`config.mk`:
```
export PLATFORM = sky130hd
export DESIGN_NAME = beat_gen_flat
export DESIGN_NICKNAME = d
export VERILOG_FILES = /design/src/rtl/beat_gen_if.sv /design/src/rtl/beat_gen.sv /design/src/flat_wrapper.sv
export SDC_FILE = /design/constraint.sdc
export NUM_CORES = 1
export LEC_CHECK = 0
export CAP_MARGIN = 15
export CORE_ASPECT_RATIO = 0.6
export CORE_MARGIN = 10
export CORE_UTILIZATION = 45
export CTS_CLUSTER_DIAMETER = 30
export DETAILED_ROUTE_END_ITERATION = 12
export PLACE_DENSITY = 0.67
export SYNTH_ARGS = -nofsm -noshare
export SYNTH_HDL_FRONTEND = slang
export SYNTH_SLANG_ARGS = --single-unit
```
`constraint.sdc`:
```
create_clock -name clk -period 4.3 [get_ports clk]
set_clock_uncertainty 0.2 [all_clocks]
set_input_delay 0.86 -clock clk [delete_from_list [all_inputs] [get_ports clk]]
set_output_delay 0.86 -clock clk [all_outputs]
set_load 0.005 [all_outputs]
```
`src/rtl/beat_gen_if.sv`:
```
// Beat generator control/status bundle between the tempo source and the sequencer.
// Latency: none (wires only).
// Backpressure: none; beat/bar are strobes that the consumer must take when seen.
//
// Signals:
//   en, sync, period_in, period_load, beats_per_bar : control, driven by master
//   beat, bar, beat_idx, period_pending             : status, driven by slave (beat_gen)
interface beat_gen_if #(
  parameter int unsigned WIDTH = 22,
  parameter int unsigned IDX_W = 5
);
  logic             en;
  logic             sync;
  logic [WIDTH-1:0] period_in;
  logic             period_load;
  logic [IDX_W-1:0] beats_per_bar;
  logic             beat;
  logic             bar;
  logic [IDX_W-1:0] beat_idx;
  logic             period_pending;

  modport master (
    output en, sync, period_in, period_load, beats_per_bar,
    input  beat, bar, beat_idx, period_pending
  );

  modport slave (
    input  en, sync, period_in, period_load, beats_per_bar,
    output beat, bar, beat_idx, period_pending
  );
endinterface

```
`src/rtl/beat_gen.sv`:
```
// Programmable beat/tempo generator: one-cycle beat pulse every period, bar/downbeat tracking.
// Latency: all outputs registered; first enabled edge after reset produces beat+bar.
// Backpressure: none; en low freezes the phase, sync restarts it.
//
// Ports:
//   clk  : system clock, rising edge
//   rst  : synchronous active-low reset
//   bus  : beat_gen_if.slave (control in, beat/bar/beat_idx/period_pending out)
// Optional feature: define BEAT_GEN_SWING_EN to alternate long/short intervals
// (P+P/4 after even beats, P-P/4 after odd beats, P>=4 only).
module beat_gen #(
  parameter int unsigned WIDTH          = 22,
  parameter int unsigned IDX_W          = 5,
  parameter int unsigned DEFAULT_PERIOD = 3125000
) (
  input  logic       clk,
  input  logic       rst,
  beat_gen_if.slave  bus
);

  localparam int unsigned CW = WIDTH + 1;
  localparam int unsigned IW = IDX_W + 1;
  localparam logic [WIDTH-1:0] DEF_PER = WIDTH'(DEFAULT_PERIOD);

  // One bit wider than the period so the swing-lengthened interval fits.
  logic [CW-1:0]    cnt;
  logic [WIDTH-1:0] per;
  logic [WIDTH-1:0] pend;
  logic             pend_vld;
  logic [IDX_W-1:0] nidx;
  logic [IDX_W-1:0] idx_q;
  logic             beat_q;
  logic             bar_q;

  logic             boundary;
  logic [WIDTH-1:0] next_per;
  logic [CW-1:0]    len;
  logic [CW-1:0]    reload;
  logic [IW-1:0]    nidx_inc;
  logic [IW-1:0]    eff_bpb;
  logic [IDX_W-1:0] nidx_nxt;

  always_comb begin
    boundary = bus.en && !bus.sync && (cnt == '0);
    // A load landing on the boundary itself bypasses the pending register.
    next_per = bus.period_load ? bus.period_in : (pend_vld ? pend : per);
    len      = {1'b0, next_per};
`ifdef BEAT_GEN_SWING_EN
    if (next_per >= WIDTH'(4)) begin
      if (nidx[0]) begin
        len = {1'b0, next_per} - {3'b000, next_per[WIDTH-1:2]};
      end else begin
        len = {1'b0, next_per} + {3'b000, next_per[WIDTH-1:2]};
      end
    end
`endif
    // Periods of 0 and 1 both mean a beat on every enabled cycle.
    if (len == '0) begin
      len = CW'(1);
    end
    reload   = len - CW'(1);
    nidx_inc = {1'b0, nidx} + IW'(1);
    eff_bpb  = (bus.beats_per_bar == '0) ? IW'(1) : {1'b0, bus.beats_per_bar};
    // >= rather than == so a shrinking bar length wraps immediately.
    nidx_nxt = (nidx_inc >= eff_bpb) ? '0 : nidx_inc[IDX_W-1:0];
  end

  always_ff @(posedge clk) begin
    if (!rst) begin
      cnt      <= '0;
      per      <= DEF_PER;
      pend     <= '0;
      pend_vld <= 1'b0;
      nidx     <= '0;
      idx_q    <= '0;
      beat_q   <= 1'b0;
      bar_q    <= 1'b0;
    end else begin
      beat_q <= 1'b0;
      bar_q  <= 1'b0;
      if (bus.period_load) begin
        pend <= bus.period_in;
      end
      if (bus.sync) begin
        // Next enabled cycle becomes a downbeat; pending period survives.
        cnt  <= '0;
        nidx <= '0;
        if (bus.period_load) begin
          pend_vld <= 1'b1;
        end
      end else if (boundary) begin
        beat_q   <= 1'b1;
        bar_q    <= (nidx == '0);
        idx_q    <= nidx;
        nidx     <= nidx_nxt;
        per      <= next_per;
        pend_vld <= 1'b0;
        cnt      <= reload;
      end else begin
        if (bus.en) begin
          cnt <= cnt - CW'(1);
        end
        if (bus.period_load) begin
          pend_vld <= 1'b1;
        end
      end
    end
  end

  assign bus.beat           = beat_q;
  assign bus.bar            = bar_q;
  assign bus.beat_idx       = idx_q;
  assign bus.period_pending = pend_vld;

endmodule

```
`src/flat_wrapper.sv`:
```
// flat-port wrapper written by rule: the top's interface ports become plain ports
module beat_gen_flat 
#(
  parameter int unsigned WIDTH          = 22,
  parameter int unsigned IDX_W          = 5,
  parameter int unsigned DEFAULT_PERIOD = 3125000
)
  (clk, rst, bus_en, bus_sync, bus_period_in, bus_period_load, bus_beats_per_bar, bus_beat, bus_bar, bus_beat_idx, bus_period_pending);
  beat_gen_if #(.WIDTH(WIDTH), .IDX_W(IDX_W)) bus_i ();
  input  logic clk;
  input  logic rst;
  input wire logic [$bits(bus_i.en)-1:0] bus_en;
  input wire logic [$bits(bus_i.sync)-1:0] bus_sync;
  input wire logic [$bits(bus_i.period_in)-1:0] bus_period_in;
  input wire logic [$bits(bus_i.period_load)-1:0] bus_period_load;
  input wire logic [$bits(bus_i.beats_per_bar)-1:0] bus_beats_per_bar;
  output wire logic [$bits(bus_i.beat)-1:0] bus_beat;
  output wire logic [$bits(bus_i.bar)-1:0] bus_bar;
  output wire logic [$bits(bus_i.beat_idx)-1:0] bus_beat_idx;
  output wire logic [$bits(bus_i.period_pending)-1:0] bus_period_pending;
  assign bus_i.en = bus_en;
  assign bus_i.sync = bus_sync;
  assign bus_i.period_in = bus_period_in;
  assign bus_i.period_load = bus_period_load;
  assign bus_i.beats_per_bar = bus_beats_per_bar;
  assign bus_beat = bus_i.beat;
  assign bus_bar = bus_i.bar;
  assign bus_beat_idx = bus_i.beat_idx;
  assign bus_period_pending = bus_i.period_pending;
  beat_gen #(.WIDTH(WIDTH), .IDX_W(IDX_W), .DEFAULT_PERIOD(DEFAULT_PERIOD)) u_core (.clk(clk), .rst(rst), .bus(bus_i));
endmodule
```
==> summary.md, run 1 <==
| Metric | Value |
|---|---|
| Number of synthesized flops with an enable pin | `0` |
| Critical path class | `primary input to flip-flop` |
| Share of the yosys chip area belonging to registers | `0.362` |
| Die Width | `148 um` |
| Global-route congestion overflow total | `0` |
| Hold_buf cts | `0` |
| Initial antenna violation count | `0` |
| Mapped Nets | `603` |
| Tot Pwr | `2.53 mW` |
| Max-slew violations | `0` |
| Syn Inst Count | `563` |
| Worst Path Buf+Inv | `2` |
| I/O Buffers | `39` |
| Dpl hpwl | `10100 um` |
| Commonest non-fill, non-tap cell in the layout | `nand2_1` |
| Slew headroom | `0.556` |
| Cell Rows | `27` |
| Synth Area in XOR/XNOR | `0.00989` |
| Final nets | `654` |
| RSZ-0062 raised after global routing | `no` |
| Slowest cell on crit path | `clkdlybuf4s50_1` |
| Mux cell area share after synthesis | `0.0497` |
| Status | `complete, no violations` |
| Most frequent cells in the layout | `nand2_1, dfxtp_1, a21boi_0` |
| Arrival @ worst endpoint | `4060 ps` |
| Worst path max stage delay | `480 ps` |
| Fraction of the mapped netlist area in compound gates | `0.222` |
| Clk_lat worst skew | `340 ps` |
| Post-Synth Simple-Gate Area | `0.296` |
| Share of cells above drive strength 1 | `0.0955` |
| Largest family of logic cells by synthesized area | `simple AND/OR/NAND/NOR gates` |
| Via Count | `4337` |
| FMAX | `0.248 GHz` |
| CP max FO | `3` |
| Antenna-violating nets left | `0` |
| CP top delay family | `simple AND/OR/NAND/NOR gates` |
| Synth warn | `0` |
| Crit path cell chain | `clkdlybuf4s50_1, nor2_1, a211o_1, nor4b_1, buf_4, and4b_1, nand2_1, a21o_1, ha_1, nor3b_1, o21a_1, nand2_1, or3_1, and4_1, a311o_1` |
| Die area | `14300 sq um` |
| Power Dens Cells | `464 nW/um^2` |
| IO Pins | `40` |
| Ant diodes | `0` |
| Top cells by area, synth | `dfxtp_1, nand2_1, a21boi_0` |
| Clk root buf | `clkbuf_16` |
| CTS Buffer Depth | `2` |
| Residual DRC | `0` |
| Yosys top cell area share | `0.362` |
| Total CTS buffers | `9` |
| H-tree depth | `3` |
| CTS clk-pin slew, worst paths | `60 ps` |
| Max VDD drop | `0.000223 V` |
| Die height | `96.9 um` |
| WL final | `13700 um` |
| Detailed Routing Iterations Pass 1 | `6` |
| Max-cap viol count | `0` |
| Yosys cell types | `56` |
| Final Critical Period | `4030 ps` |
| Hold_ws | `268 ps` |
| Post-Synth Adder-Cell Area | `0.0226` |
| Post-CTS setup buffer count | `0` |
| Worst Setup End Kind | `flip-flop` |
| CTS tree | `built` |
| Leakage | `2.13 nW` |
| Worst-Margin Slew | `664 ps` |
| Pin count of the biggest net entering global routing | `52` |
| Ys flop type | `dfxtp_1` |
| DR WL/cell | `18.4 um` |
| Crit path top cell by count | `nand2_1` |
| Core area | `9390 sq um` |
| Post-Syn Area | `4430 sq um` |
| Post-cts repair resize count | `0` |
| Hold WC Path Type | `flip-flop to flip-flop` |
| Final setup fails | `0` |
| Area leader, netlist | `dfxtp_1` |
| Total track usage | `0.187` |
| First-pass GRT wire length | `21900 um` |
| Final worst-path cycle share | `0.938` |
| Syn_area_per_cell | `7.87 sq um` |
| Initial drt markers | `440` |
| Initial core utilization | `0.472` |
| Setup crit start kind | `primary input` |
| Yosys reg bits | `80` |
| Fin. Hold Viols | `0` |
| Vias per cell | `5.80` |
| Worst EP required | `4330 ps` |
| RePlAce Congestion | `0.956` |
| CTS Sinks | `80` |
| Async SR Flop Fraction | `0` |
| Area growth syn-to-layout | `22.9%` |
| Vias in the first global route | `4086` |
==> cell usage after synthesis (all sizes together), types with 6 or more instances <==
| cell type | number |
|---|---|
| clkbuf | 28 |
| o31ai | 6 |
| nand3b | 7 |
| dfxtp | 80 |
| o21ai | 39 |
| nor4 | 11 |
| nand2b | 32 |
| or3 | 13 |
| ha | 8 |
| a21oi | 22 |
| nand2 | 93 |
| or4 | 6 |
| buf | 6 |
| inv | 10 |
| nor3 | 12 |
| a31oi | 10 |
| nor2 | 35 |
| a21boi | 39 |
| nand3 | 15 |
| mux2i | 22 |
==> cell families (layout without fill, tap and decap cells) <==
family	after synthesis	in the layout
simple gates	256	256
flops	80	80
compound gates	148	148
buf+inv	44	99
mux	22	22
fa+ha+maj	8	8
xor+xnor	5	5
==> flip-flops by register name, summed over array words and instances (netlist names) <==
register,flops
u_core.bus.beat_idx,5
u_core.bus.beat,1
u_core.cnt,23
u_core.nidx,5
u_core.pend,22
u_core.bus.period_pending,1
u_core.bus.bar,1
u_core.per,22
==> through the flow <==
step           instances  cell area [sq um]  worst slack, ps  setup TNS (ps)   util
2_1_floorplan        563               4430             41.7               0      -
4_1_cts              748               5440              226               0  0.580
3_5_place_dp         733               5120             -116            -121  0.546
5_1_grt              748               5450             8.50               0  0.580
6_report             748               5450              267               0  0.580
3_3_place_gp         733               5120             43.6               0  0.546
==> report_power, final <==
part	internal (mW)	switching [mW]
sequential	0.809	0.0554
combinational	0.334	0.504
clock	0.509	0.316
==> worst paths after layout <==
kind | slack (ps) | end | from | cells after the start
worst min register to register | 270 | u_core.per[20]$_SDFFE_PN0P_ | u_core.per[20]$_SDFFE_PN0P_ | 2
worst max register to register | 440 | u_core.cnt[20]$_SDFFE_PP0P_ | u_core.cnt[9]$_SDFFE_PP0P_ | 12
worst min-delay path | 270 | u_core.per[20]$_SDFFE_PN0P_ | u_core.per[20]$_SDFFE_PN0P_ | 2
worst max-delay path | 270 | u_core.cnt[20]$_SDFFE_PP0P_ | bus_period_in[13] | 15
==> cell type report <==
| cell class | count | area, sq um |
|---|---|---|
| multi-input cells | 439 | 2660 |
| well taps | 130 | 163 |
| clock inverters | 6 | 93.8 |
| fillers | 876 | 3950 |
| inverters | 10 | 37.5 |
| repair buffers | 74 | 661 |
| clock buffers | 9 | 225 |
| flip-flops and latches | 80 | 1600 |
==> per-layer routing <==
layer | part of all wire | routed length, um | GRT usage
met1 | 0.51 | 7000 | 0.284
met2 | 0.38 | 5200 | 0.238
met3 | 0.099 | 1350 | 0.0608
met4 | 0.013 | 173 | 0.0497
met5 | 0 | 0 | 0
==> tightest hold or removal path: stages, from the launching register on <==
cell      delay (ps)
dfxtp_1          310
nand2_1           50
a21boi_0          60
(Power assumes the default switching activity.)
==> run 2, diff against run 1 <==
--- a/config.mk
+++ b/config.mk
@@ -8,10 +8,10 @@
 export CAP_MARGIN = 15
 export CORE_ASPECT_RATIO = 0.6
 export CORE_MARGIN = 10
-export CORE_UTILIZATION = 45
+export CORE_UTILIZATION = 40
 export CTS_CLUSTER_DIAMETER = 30
 export DETAILED_ROUTE_END_ITERATION = 12
-export PLACE_DENSITY = 0.67
+export GPL_TIMING_DRIVEN = 1
 export SYNTH_ARGS = -nofsm -noshare
 export SYNTH_HDL_FRONTEND = slang
 export SYNTH_SLANG_ARGS = --single-unit
==> run 2 against run 1 <==
  * Wire length up 3.2%
  * Global-route usage down 0.81 points
  * Die area up 10%
  * Combinational power up 2.6%
  * Design area up 0.85%
  * Maximum frequency up 0.32%
  * Critical path depth down 2
  * Register-to-register slack worse by 50 ps
  * Via count up 1.9%
  * Worst hold slack worse by 8.3 ps
  * Critical path type unchanged
==> summary.md, run 2 (synthesis results as in run 1) <==
| Metric | Value |
|---|---|
| Reg-to-reg startpoint | `u_core.bus.period_pending$_SDFF_PN0_ (was u_core.cnt[9]$_SDFFE_PP0P_)` |
| Hold Path Origin | `u_core.bus.beat_idx[1]$_SDFFE_PN0P_ (was u_core.per[20]$_SDFFE_PN0P_)` |
| Vias in the first global route | `4119 (was 4086)` |
| Total track usage | `0.179 (was 0.187)` |
| Cell Rows | `29 (was 27)` |
| CTS Sinks | `80 (unchanged)` |
| Most frequent cells in the layout | `nand2_1, dfxtp_1, a21boi_0, buf_4, clkdlybuf4s50_1 (was nand2_1, dfxtp_1, a21boi_0)` |
| Hold endpoint | `u_core.bus.beat_idx[1]$_SDFFE_PN0P_ (was u_core.per[20]$_SDFFE_PN0P_)` |
| Critical path class | `primary input to flip-flop (unchanged)` |
| Power Dens Cells | `455 nW/um^2 (was 464 nW/um^2)` |
| Worst hold stages | `2 (unchanged)` |
| Worst-Margin Slew | `802 ps (was 664 ps)` |
| Status | `complete, no violations (unchanged)` |
| Slew headroom | `0.464 (was 0.556)` |
| Core area | `10700 sq um (was 9390 sq um)` |
| Clk_lat worst skew | `340 ps (about the same)` |
| # fillers | `1045 (was 876)` |
| Worst slack, placed | `-133 ps (was -116 ps)` |
| Final worst setup slack | `280 ps (was 267 ps)` |
| Max-cap viol count | `0 (unchanged)` |
| Hold_buf cts | `0 (unchanged)` |
| H-tree depth | `3 (unchanged)` |
| Antenna-violating nets left | `0 (unchanged)` |
| Dpl hpwl | `10300 um (was 10100 um)` |
| Top reg by flops | `u_core.cnt (unchanged)` |
| CP Launch Point | `bus_en (was bus_period_in[13])` |
| Final worst-path cycle share | `0.935 (was 0.938)` |
| Share of cells above drive strength 1 | `0.104 (was 0.0955)` |
| DR WL/cell | `18.5 um (was 18.4 um)` |
| Clk root buf | `clkbuf_16 (unchanged)` |
| Max VDD drop | `0.000231 V (was 0.000223 V)` |
| Final setup fails | `0 (unchanged)` |
| Arrival @ worst endpoint | `4090 ps (was 4060 ps)` |
| Detailed Routing Iterations Pass 1 | `5 (was 6)` |
| I/O Buffers | `39 (unchanged)` |
| Initial antenna violation count | `0 (unchanged)` |
| Global-route congestion overflow total | `0 (unchanged)` |
| Worst EP required | `4370 ps (was 4330 ps)` |
| Top Registers | `u_core.cnt (23), u_core.pend (22), u_core.per (22) (unchanged)` |
| Die area | `15800 sq um (was 14300 sq um)` |
| RePlAce Congestion | `0.927 (was 0.956)` |
| IO Pins | `40 (unchanged)` |
| CTS tree | `built (unchanged)` |
| RR Endpoint | `u_core.cnt[10]$_SDFFE_PP0P_ (was u_core.cnt[20]$_SDFFE_PP0P_)` |
| Pin count of the biggest net entering global routing | `51 (was 52)` |
| Final nets | `660 (was 654)` |
| CTS Buffer Depth | `2 (unchanged)` |
| Fin. Hold Viols | `0 (unchanged)` |
| Final Critical Period | `4020 ps (was 4030 ps)` |
| Hold WC Path Type | `flip-flop to flip-flop (unchanged)` |
| Die height | `102 um (was 96.9 um)` |
| Reg2Reg Setup Slack | `390 ps (was 440 ps)` |
| RSZ-0062 raised after global routing | `no (unchanged)` |
| Setup crit start kind | `primary input (unchanged)` |
| Via Count | `4420 (was 4337)` |
| CTS clk-pin slew, worst paths | `60 ps (about the same)` |
| Residual DRC | `0 (unchanged)` |
| CP max FO | `11 (was 3)` |
| Worst Setup End Kind | `flip-flop (unchanged)` |
| Commonest non-fill, non-tap cell in the layout | `nand2_1 (unchanged)` |
| WL final | `14200 um (was 13700 um)` |
| Die Width | `156 um (was 148 um)` |
| Total CTS buffers | `9 (unchanged)` |
| Area growth syn-to-layout | `24.0% (was 22.9%)` |
| Fin area | `5490 sq um (was 5450 sq um)` |
| Leakage | `2.15 nW (was 2.13 nW)` |
| Post-CTS setup buffer count | `0 (unchanged)` |
| Post-layout util | `0.513 (was 0.580)` |
| First-pass GRT wire length | `22500 um (was 21900 um)` |
| Initial core utilization | `0.414 (was 0.472)` |
| Ant diodes | `0 (unchanged)` |
| Initial drt markers | `492 (was 440)` |
| Post-placement cell area | `5190 sq um (was 5120 sq um)` |
| Vias per cell | `5.79 (was 5.80)` |
| Worst r2r path cells | `14 (was 12)` |
| FMAX | `0.249 GHz (was 0.248 GHz)` |
| Max-slew violations | `0 (unchanged)` |
| Max FFs per register | `23 (unchanged)` |
[run 2: worst max path at each step]
stage	endpoint
floorplan	u_core.cnt[20]$_SDFFE_PP0P_
global placement	u_core.cnt[10]$_SDFFE_PP0P_
detailed placement	u_core.cnt[10]$_SDFFE_PP0P_
CTS	u_core.cnt[10]$_SDFFE_PP0P_
global route	u_core.cnt[10]$_SDFFE_PP0P_
finish	u_core.cnt[10]$_SDFFE_PP0P_
[run 2: what timing repair did]
action                                  4_1_cts  5_1_grt
endpoints found under the setup margin        0        1
hold endpoints to repair                      0        0
resized for setup                             0        1
[run 2: area by class of cell]
| type | instances | area [sq um] | share of cell area |
|---|---|---|---|
| timing repair buffer | 80 | 718 | 0.131 |
| sequential | 80 | 1600 | 0.292 |
| clock inverter | 6 | 67.6 | 0.0123 |
| inverter | 10 | 37.5 | 0.00684 |
| multi-input combinational | 439 | 2660 | 0.485 |
| clock buffer | 10 | 229 | 0.0417 |
| tap | 139 | 174 | 0.0317 |
[run 2: report_power, final]
part	internal (mW)	switching, mW	total (mW)	leakage, nW
Sequential	0.809	0.0597	0.869	0.652
Combinational	0.347	0.513	0.860	1.36
Clock	0.452	0.318	0.770	0.139
Total	1.61	0.891	2.50	2.15
[run 2: per-layer routing]
layer | global-route usage | up-vias | part of all wire
li1 | - | 2131 | -
met1 | 0.270 | 2080 | 0.50
met2 | 0.234 | 197 | 0.38
met3 | 0.0584 | 12 | 0.11
met4 | 0.0405 | 0 | 0.0084
met5 | 0 | - | 0
[run 2: stage by stage]
step / total power [mW] / setup TNS, ps / std cells / hold slack [ps]
after global routing: 2.63 / 0 / 764 / 278
after detailed placement: 1.72 / -137 / 748 / 257
after floorplan: 1.41 / 0 / 563 / 237
final: 2.50 / 0 / 764 / 260
after CTS: 2.49 / 0 / 764 / 266
after global placement: 1.70 / 0 / 748 / 251
[run 2: critical path: stages]
cell	delay [ps]
clkdlybuf4s50_1	500
nor4b_1	260
nand4_1	180
or3_1	410
nor2_1	120
a21o_1	150
ha_1	160
nor3b_1	220
o21a_1	200
and2_2	290
nand3_1	150
or4_1	420
a31oi_1	160
==> run 3, diff against run 2 <==
--- a/config.mk
+++ b/config.mk
@@ -5,7 +5,7 @@
 export SDC_FILE = /design/constraint.sdc
 export NUM_CORES = 1
 export LEC_CHECK = 0
-export CAP_MARGIN = 15
+export CAP_MARGIN = 30
 export CORE_ASPECT_RATIO = 0.6
 export CORE_MARGIN = 10
 export CORE_UTILIZATION = 40
==> results of run 3 <==
Final layout, timing and power as in run 2 (identical DEF).
